`src/rtl/waffle_solver_core.sv`:
```
// Streaming row/global min search over a row-major image in dual-read-port memory; row minima written at N+r.
// Optional WAFFLE_ARGMIN_EN: also tracks the lowest address of the global minimum and writes it to N+IMG_ROWS.
module waffle_solver_core #(
  parameter int IMG_ROWS = 32,
  parameter int IMG_COLS = 32
) (
  input  logic        clk,
  input  logic        rst,
  input  logic [31:0] in_data1,
  input  logic [31:0] in_data2,
  output logic [31:0] addr1,
  output logic [31:0] addr2,
  output logic [31:0] out_data1,
  output logic        we,
  output logic [31:0] result,
  output logic        complete
);

  localparam logic [31:0] NPIX      = 32'(IMG_ROWS * IMG_COLS);
  localparam logic [31:0] LAST_PAIR = 32'(IMG_COLS / 2 - 1);
  localparam logic [31:0] LAST_ROW  = 32'(IMG_ROWS - 1);

  typedef enum logic [1:0] {RD, WR, ARG, DONE} state_t;

  state_t      state_q;
  logic [31:0] row_q, pair_q;
  logic [31:0] addr1_q, addr2_q;
  logic        we_q;
  logic [31:0] run_q, glob_q;
  logic [31:0] result_q;
  logic        complete_q;

  logic        sel2, first_fold, row_take, glob_take;
  logic [31:0] pair_lo, fold_val, glob_val;

`ifdef WAFFLE_ARGMIN_EN
  logic [31:0] run_idx_q, glob_idx_q;
  logic [31:0] pair_idx, fold_idx, glob_idx_d;
`endif

  always_comb begin
    sel2       = in_data2 < in_data1;
    pair_lo    = sel2 ? in_data2 : in_data1;
    // The first pair of a row is taken unconditionally so an all-ones row still yields a valid index.
    first_fold = (state_q == RD) ? (pair_q == 32'd1) : (IMG_COLS == 2);
    row_take   = first_fold || (pair_lo < run_q);
    fold_val   = row_take ? pair_lo : run_q;
    glob_take  = (row_q == 32'd0) || (fold_val < glob_q);
    glob_val   = glob_take ? fold_val : glob_q;
`ifdef WAFFLE_ARGMIN_EN
    pair_idx   = ((state_q == WR) ? (addr2_q - 32'd1) : (addr1_q - 32'd2)) + {31'd0, sel2};
    fold_idx   = row_take ? pair_idx : run_idx_q;
    glob_idx_d = glob_take ? fold_idx : glob_idx_q;
`endif
    out_data1  = 32'd0;
    case (state_q)
      WR:      out_data1 = fold_val;
`ifdef WAFFLE_ARGMIN_EN
      ARG:     out_data1 = glob_idx_q;
`endif
      default: out_data1 = 32'd0;
    endcase
  end

  always_ff @(posedge clk) begin
    if (!rst) begin
      state_q    <= RD;
      row_q      <= 32'd0;
      pair_q     <= 32'd0;
      addr1_q    <= 32'd0;
      addr2_q    <= 32'd1;
      we_q       <= 1'b0;
      run_q      <= '1;
      glob_q     <= '1;
      result_q   <= 32'd0;
      complete_q <= 1'b0;
`ifdef WAFFLE_ARGMIN_EN
      run_idx_q  <= 32'd0;
      glob_idx_q <= 32'd0;
`endif
    end else begin
      case (state_q)
        RD: begin
          if (pair_q != 32'd0) begin
            run_q <= fold_val;
`ifdef WAFFLE_ARGMIN_EN
            run_idx_q <= fold_idx;
`endif
          end
          if (pair_q == LAST_PAIR) begin
            state_q <= WR;
            addr1_q <= NPIX + row_q;
            we_q    <= 1'b1;
          end else begin
            pair_q  <= pair_q + 32'd1;
            addr1_q <= addr1_q + 32'd2;
            addr2_q <= addr2_q + 32'd2;
          end
        end
        WR: begin
          we_q   <= 1'b0;
          run_q  <= '1;
          glob_q <= glob_val;
`ifdef WAFFLE_ARGMIN_EN
          glob_idx_q <= glob_idx_d;
`endif
          if (row_q != LAST_ROW) begin
            // addr2 still holds the last pixel of this row, so the next row starts right after it.
            state_q <= RD;
            row_q   <= row_q + 32'd1;
            pair_q  <= 32'd0;
            addr1_q <= addr2_q + 32'd1;
            addr2_q <= addr2_q + 32'd2;
          end else begin
`ifdef WAFFLE_ARGMIN_EN
            state_q <= ARG;
            addr1_q <= NPIX + 32'(IMG_ROWS);
            we_q    <= 1'b1;
`else
            state_q    <= DONE;
            result_q   <= glob_val;
            complete_q <= 1'b1;
`endif
          end
        end
        ARG: begin
          we_q       <= 1'b0;
          state_q    <= DONE;
          result_q   <= glob_q;
          complete_q <= 1'b1;
        end
        default: ;
      endcase
    end
  end

  assign addr1    = addr1_q;
  assign addr2    = addr2_q;
  assign we       = we_q;
  assign result   = result_q;
  assign complete = complete_q;

endmodule

```
`config.mk`:
```
export PLATFORM = sky130hd
export DESIGN_NAME = waffle_solver_core
export DESIGN_NICKNAME = d
export VERILOG_FILES = /design/src/rtl/waffle_solver_core.sv
export SDC_FILE = /design/constraint.sdc
export NUM_CORES = 1
export LEC_CHECK = 0
export ABC_AREA = 1
export CAP_MARGIN = 25
export CELL_PAD_IN_SITES_DETAIL_PLACEMENT = 0
export CELL_PAD_IN_SITES_GLOBAL_PLACEMENT = 1
export CORE_ASPECT_RATIO = 0.6
export CORE_MARGIN = 8
export CORE_UTILIZATION = 44
export CTS_BUF_LIST = sky130_fd_sc_hd__clkbuf_4
export DETAILED_ROUTE_END_ITERATION = 7
export HOLD_SLACK_MARGIN = 0.08
export PLACE_DENSITY = 0.95
export SLEW_MARGIN = 10
export SYNTH_ARGS = -nofsm -noshare
export SYNTH_HDL_FRONTEND = slang
export SYNTH_SLANG_ARGS = --single-unit
```
`constraint.sdc`:
```
create_clock -name clk -period 17.8 [get_ports clk]
set_input_delay 3.56 -clock clk [delete_from_list [all_inputs] [get_ports clk]]
set_output_delay 3.56 -clock clk [all_outputs]
set_load 0.02 [all_outputs]
```
* Yosys cells after proc, flatten, opt, wreduce, memory -nomap -nowiden
Index checks and enable logic that the tools add are counted.
** Operators by class
- Eq/ne operators :: 10
- Multiplexer cells :: 25
- Magnitude comparators :: 3
- Add/sub/neg operators :: 6
- Reduce and logical (&&, ||, !) cells :: 17
** Operators with widths (number)
- two-way mux 32 bit :: 12
- one-hot mux 32 bit (2 select lines) :: 5
- adder 32 x 1 -> 32 bit (second input constant) :: 3
- less-than comparator 32 bit :: 3
- adder 32 x 2 -> 32 bit (second input constant) :: 2
- adder 11 x 32 -> 32 bit (first input constant) :: 1
- equality test 32 x 1 -> 1 bit (second input constant) :: 1
- equality test 32 x 4 -> 1 bit (second input constant) :: 1
- zero test 32 bit :: 1
- != test 32 x 5 -> 1 bit (second input constant) :: 1
- nonzero test 32 bit :: 1
- AND reduction 2 bit :: 6
- != test 2 bit (second input constant) :: 3
- one-hot mux 2 bit (3 select lines) :: 1
- nonzero test 2 bit :: 3
- two-way mux 2 bit :: 2
- != test 2 x 1 -> 1 bit (second input constant) :: 2
- one-hot mux 1 bit (2 select lines) :: 2
- two-way mux 1 bit :: 3
- AND reduction 3 bit :: 1
- nonzero test 3 bit :: 1
- equality test 2 x 1 -> 1 bit (second input constant) :: 1
- equality test 2 bit (second input constant) :: 1
- zero test 2 bit :: 1
- 2 further kinds :: 3
** Word-level totals
- Output and inout bits :: 130
- Logic and storage cells :: 71
- Register bits after elaboration :: 228

* Depth between registers and ports, before layout
- Word-level depth :: 10
- Mapped depth :: 47
- Depth with buffers taken out :: 44

* Least setup slack after synthesis
OpenSTA, ideal clock, no wires.
- Path type :: input to output
- Start :: input port in_data1[15]
- End :: output port out_data1[10]
- Path slack :: 7293 ps
- Arrival time :: 6947 ps
- Buffers on the path :: 2
- Data required time :: 14240 ps
- Stages on the path :: 26
- Cell sequence :: inv_1 ha_1 nand2_1 inv_1 nand3_1 nor3_1 nand2_1 nand2_1 nand2_2 nand2_4 clkbuf_1 nor2_1 a21oi_1 ha_1 a21oi_1 nor2_1 a211oi_1 o221ai_1 a221oi_1 nand2_2 nand2_4 clkbuf_1 nand2_1 o21ai_0 inv_1 nor2_1
** On the way
- Longest elaborated chain between the ends :: 6
** Ends and longest elaborated chain
- from (decl) :: RTL line 9 : input logic [31:0] in_data1,
- less-than comparator 32 bit :: RTL line 42 : sel2 = in_data2 < in_data1;
- two-way mux 32 bit (*) :: RTL line 43 : pair_lo = sel2 ? in_data2 : in_data1;
- less-than comparator 32 bit :: RTL line 46 : row_take = first_fold || (pair_lo < run_q);
- logical OR 1 bit :: RTL line 46
- two-way mux 32 bit (*) :: RTL line 47 : fold_val = row_take ? pair_lo : run_q;
- two-way mux 32 bit (*) :: RTL line 56 : case (state_q)
- to (decl) :: RTL line 13 : output logic [31:0] out_data1,
Every way passes the cells marked *; elsewhere a longest branch is shown, timed or not.

* Worst setup path after layout
- Start :: input port in_data1[23]
- End :: output port out_data1[15]
Same word-level chain as after synthesis.

==> results.yml <==
critical_path:
  timing.rr.start: "run_q[17]"
  cp_max_fo: 63
  crit_required_ns: 14.24
  r2r_cells: 21
  critPathKind: "in2out"
  end_kind: "output port"
  critical_path.startpoint_type: "primary input"
  worstReg2RegEnd: "result[13]"
  rrSetupSlack_ns: 11.91
  critical_path_arrival_ns: 9.66
clock_tree:
  path_clk_slew_ns: 0.06
  numCtsBuffers: 58
  clockBufferDepth: 3
  cts-root-buf: "clkbuf_4"
  postCtsHoldBufs: 0
  cts_tree: "built"
  cts_setup_buffers: 0
  htreeDepth: 2
  clock_latency_ns: 0.74
  clock_sinks: 227
  cts_resized: 0
synth:
  synth_seq_cells: 227
  synthDistinctLibCells: 60
  synth_cells: 2184
  async_flop_share: 0
  synth_area_um2: 14800
  ys_seq_area_frac: 0.307
  synth_warnings: 0
  synth_edf_count: 0
  syn_avg_cell_area_um2: 6.77
  syn_nets: 2356
  synthFlopType: "dfxtp_1"
layout:
  syn_to_final_growth_pct: 19.8
  fin_area_um2: 17700
  drive_gt1_frac: 0.0726
  insertedDiodeCount: 0
  layout_commonest_cell: "nand2_1"
  final_cells: 2841
  final_nets: 2518
  final_cell_mix: "nand2_1, inv_1, a21oi_1"
global_route:
  antenna_found_initial: 0
  grt_pass1_wl_um: 74900
  overflow: 0
  grt_pass1_vias: 14607
  grt_max_degree: 99
  grt_use_total: 0.226
routing:
  via_count: 15611
  wl_um: 47300
  drtIter0Drc: 1354
  drc_errors: 0
  detail_route.wl_per_cell_um: 16.6
  final_antenna_net_count: 0
  routed_via_density: 5.49
  first_pass_iters: 5
timing:
  finalSetupViolations: 0
  worst_slack_ns: 4.58
  period_minus_slack_ns: 13.22
  hold_violations: 0
  rsz0062_at_grt: "no"
  maxSlewHeadroom: 0.227
  min_period_over_period: 0.743
  finClkSkew_ns: 0.0584
  maxSlewViolCount: 0
  worstMarginPinSlew_ns: 1.15
  max_freq_mhz: 75.7
  tns_ns: 0
placed_design:
  dp_hpwl_um: 34500
  gp_congestion: 0.902
  port_buffers: 194
  post-place-ws_ns: 4.83
  dpl_cell_area_um2: 17000
  dp_cells: 2744
floorplanning:
  die_area_um2: 39900
  start_util: 0.443
  rows: 52
  core_area_um2: 33400
  die_y_um: 158
  die_x_um: 253
  ios: 196
run:
  drv_cap: 0
min_path:
  hold_start: "result[14]"
  hold-path-cell-count: 2
  hold_class: "reg2reg"
  hold_end: "result[14]"
status:
  status: "finished clean"
pwr:
  power_density_nw_per_um2: 102
  ir_drop_mv: 0.0598
  p_leak_nw: 7.53
## cells by family after synthesis
kind of cell | count (synthesis) | share of synthesized area
and+or+nand+nor | 837 | 0.255
buffers and inverters | 389 | 0.100
xor gates and xnor gates | 41 | 0.0243
adders and majority gates | 106 | 0.0897
AOI/OAI and AO/OA | 583 | 0.223
other | 1 | 0.000254
DFF | 227 | 0.307
## worst max-delay path by stage
stage            startpoint             to  slack (ns)  cells past startpoint
2_1_floorplan  in_data1[15]  out_data1[10]        7.29                     26
3_3_place_gp   in_data1[23]  out_data1[15]        4.88                     24
3_5_place_dp   in_data1[23]  out_data1[15]        4.83                     24
4_1_cts        in_data1[23]  out_data1[15]        4.80                     24
5_1_grt        in_data1[23]  out_data1[13]        4.24                     24
6_report       in_data1[23]  out_data1[15]        4.58                     24
## cell usage after synthesis (9+ instances only)
master,instances,area share
dfxtp_1,227,0.31
ha_1,106,0.090
o21ai_0,175,0.059
nand4_1,36,0.015
inv_2,16,0.0041
o211ai_1,83,0.042
nor2_1,172,0.044
a31oi_1,9,0.0038
a21oi_1,263,0.089
clkbuf_1,91,0.023
nand2_1,408,0.10
nor4_1,26,0.011
nor3_1,42,0.014
nand3_1,96,0.032
inv_1,267,0.068
xor2_1,34,0.020
a211oi_1,15,0.0076
nor2_2,16,0.0068
## flip-flops by register name, summed over array words and instances (netlist names), 2 cells and up
name	flops
result	32
row_q	32
pair_q	32
addr2	31
addr1	32
state_q	2
run_q	32
glob_q	32
## routing by layer
metal,global-route usage,wire [um]
met2,0.340,20000
met5,0,0
met3,0.0436,3610
met4,0.0612,986
met1,0.325,22700
## metrics by stage
| stage | power (mW) | hold WS, ns | util |
|---|---|---|---|
| 2_1_floorplan | 1.12 | 0.439 | - |
| 3_3_place_gp | 1.33 | 0.452 | 0.509 |
| 3_5_place_dp | 1.35 | 0.457 | 0.509 |
| 4_1_cts | 1.81 | 0.465 | 0.531 |
| 5_1_grt | 1.95 | 0.494 | 0.531 |
| 6_report | 1.81 | 0.464 | 0.531 |
## report_power, final
| group | leakage [nW] | internal [mW] | total [mW] | switching [mW] |
|---|---|---|---|---|
| Clock | 0.420 | 0.232 | 0.459 | 0.227 |
| Sequential | 1.85 | 0.565 | 0.605 | 0.0405 |
| Combinational | 5.26 | 0.260 | 0.747 | 0.487 |
## cell type report
| type | instances | area, um2 |
|---|---|---|
| Clock inverter | 17 | 119 |
| Sequential cell | 227 | 4540 |
| Multi-Input combinational cell | 1568 | 8790 |
| Inverter | 285 | 1070 |
| Timing Repair Buffer | 206 | 2030 |
| Tap cell | 459 | 574 |
| Fill cell | 3313 | 15700 |
| Clock buffer | 79 | 593 |
## critical path, cell delays in order
cell             delay, ns
clkdlybuf4s50_1       0.45
inv_1                 0.05
ha_1                  0.29
nand2_1               0.07
nor2_1                0.14
nand4_1               0.18
nor2_1                0.41
nand2_2               0.14
nand2_4               0.49
nor2_1                0.10
a21oi_1               0.21
ha_1                  0.29
a21oi_1               0.15
nor2_1                0.05
a211oi_1              0.26
o221ai_1              0.26
a221oi_1              0.52
nand2_2               0.15
nand2_4               0.47
nand2_1               0.09
o21ai_0               0.40
inv_1                 0.10
nor2_1                0.12
clkdlybuf4s50_1       0.62
Power figures use the tool's default switching activity.
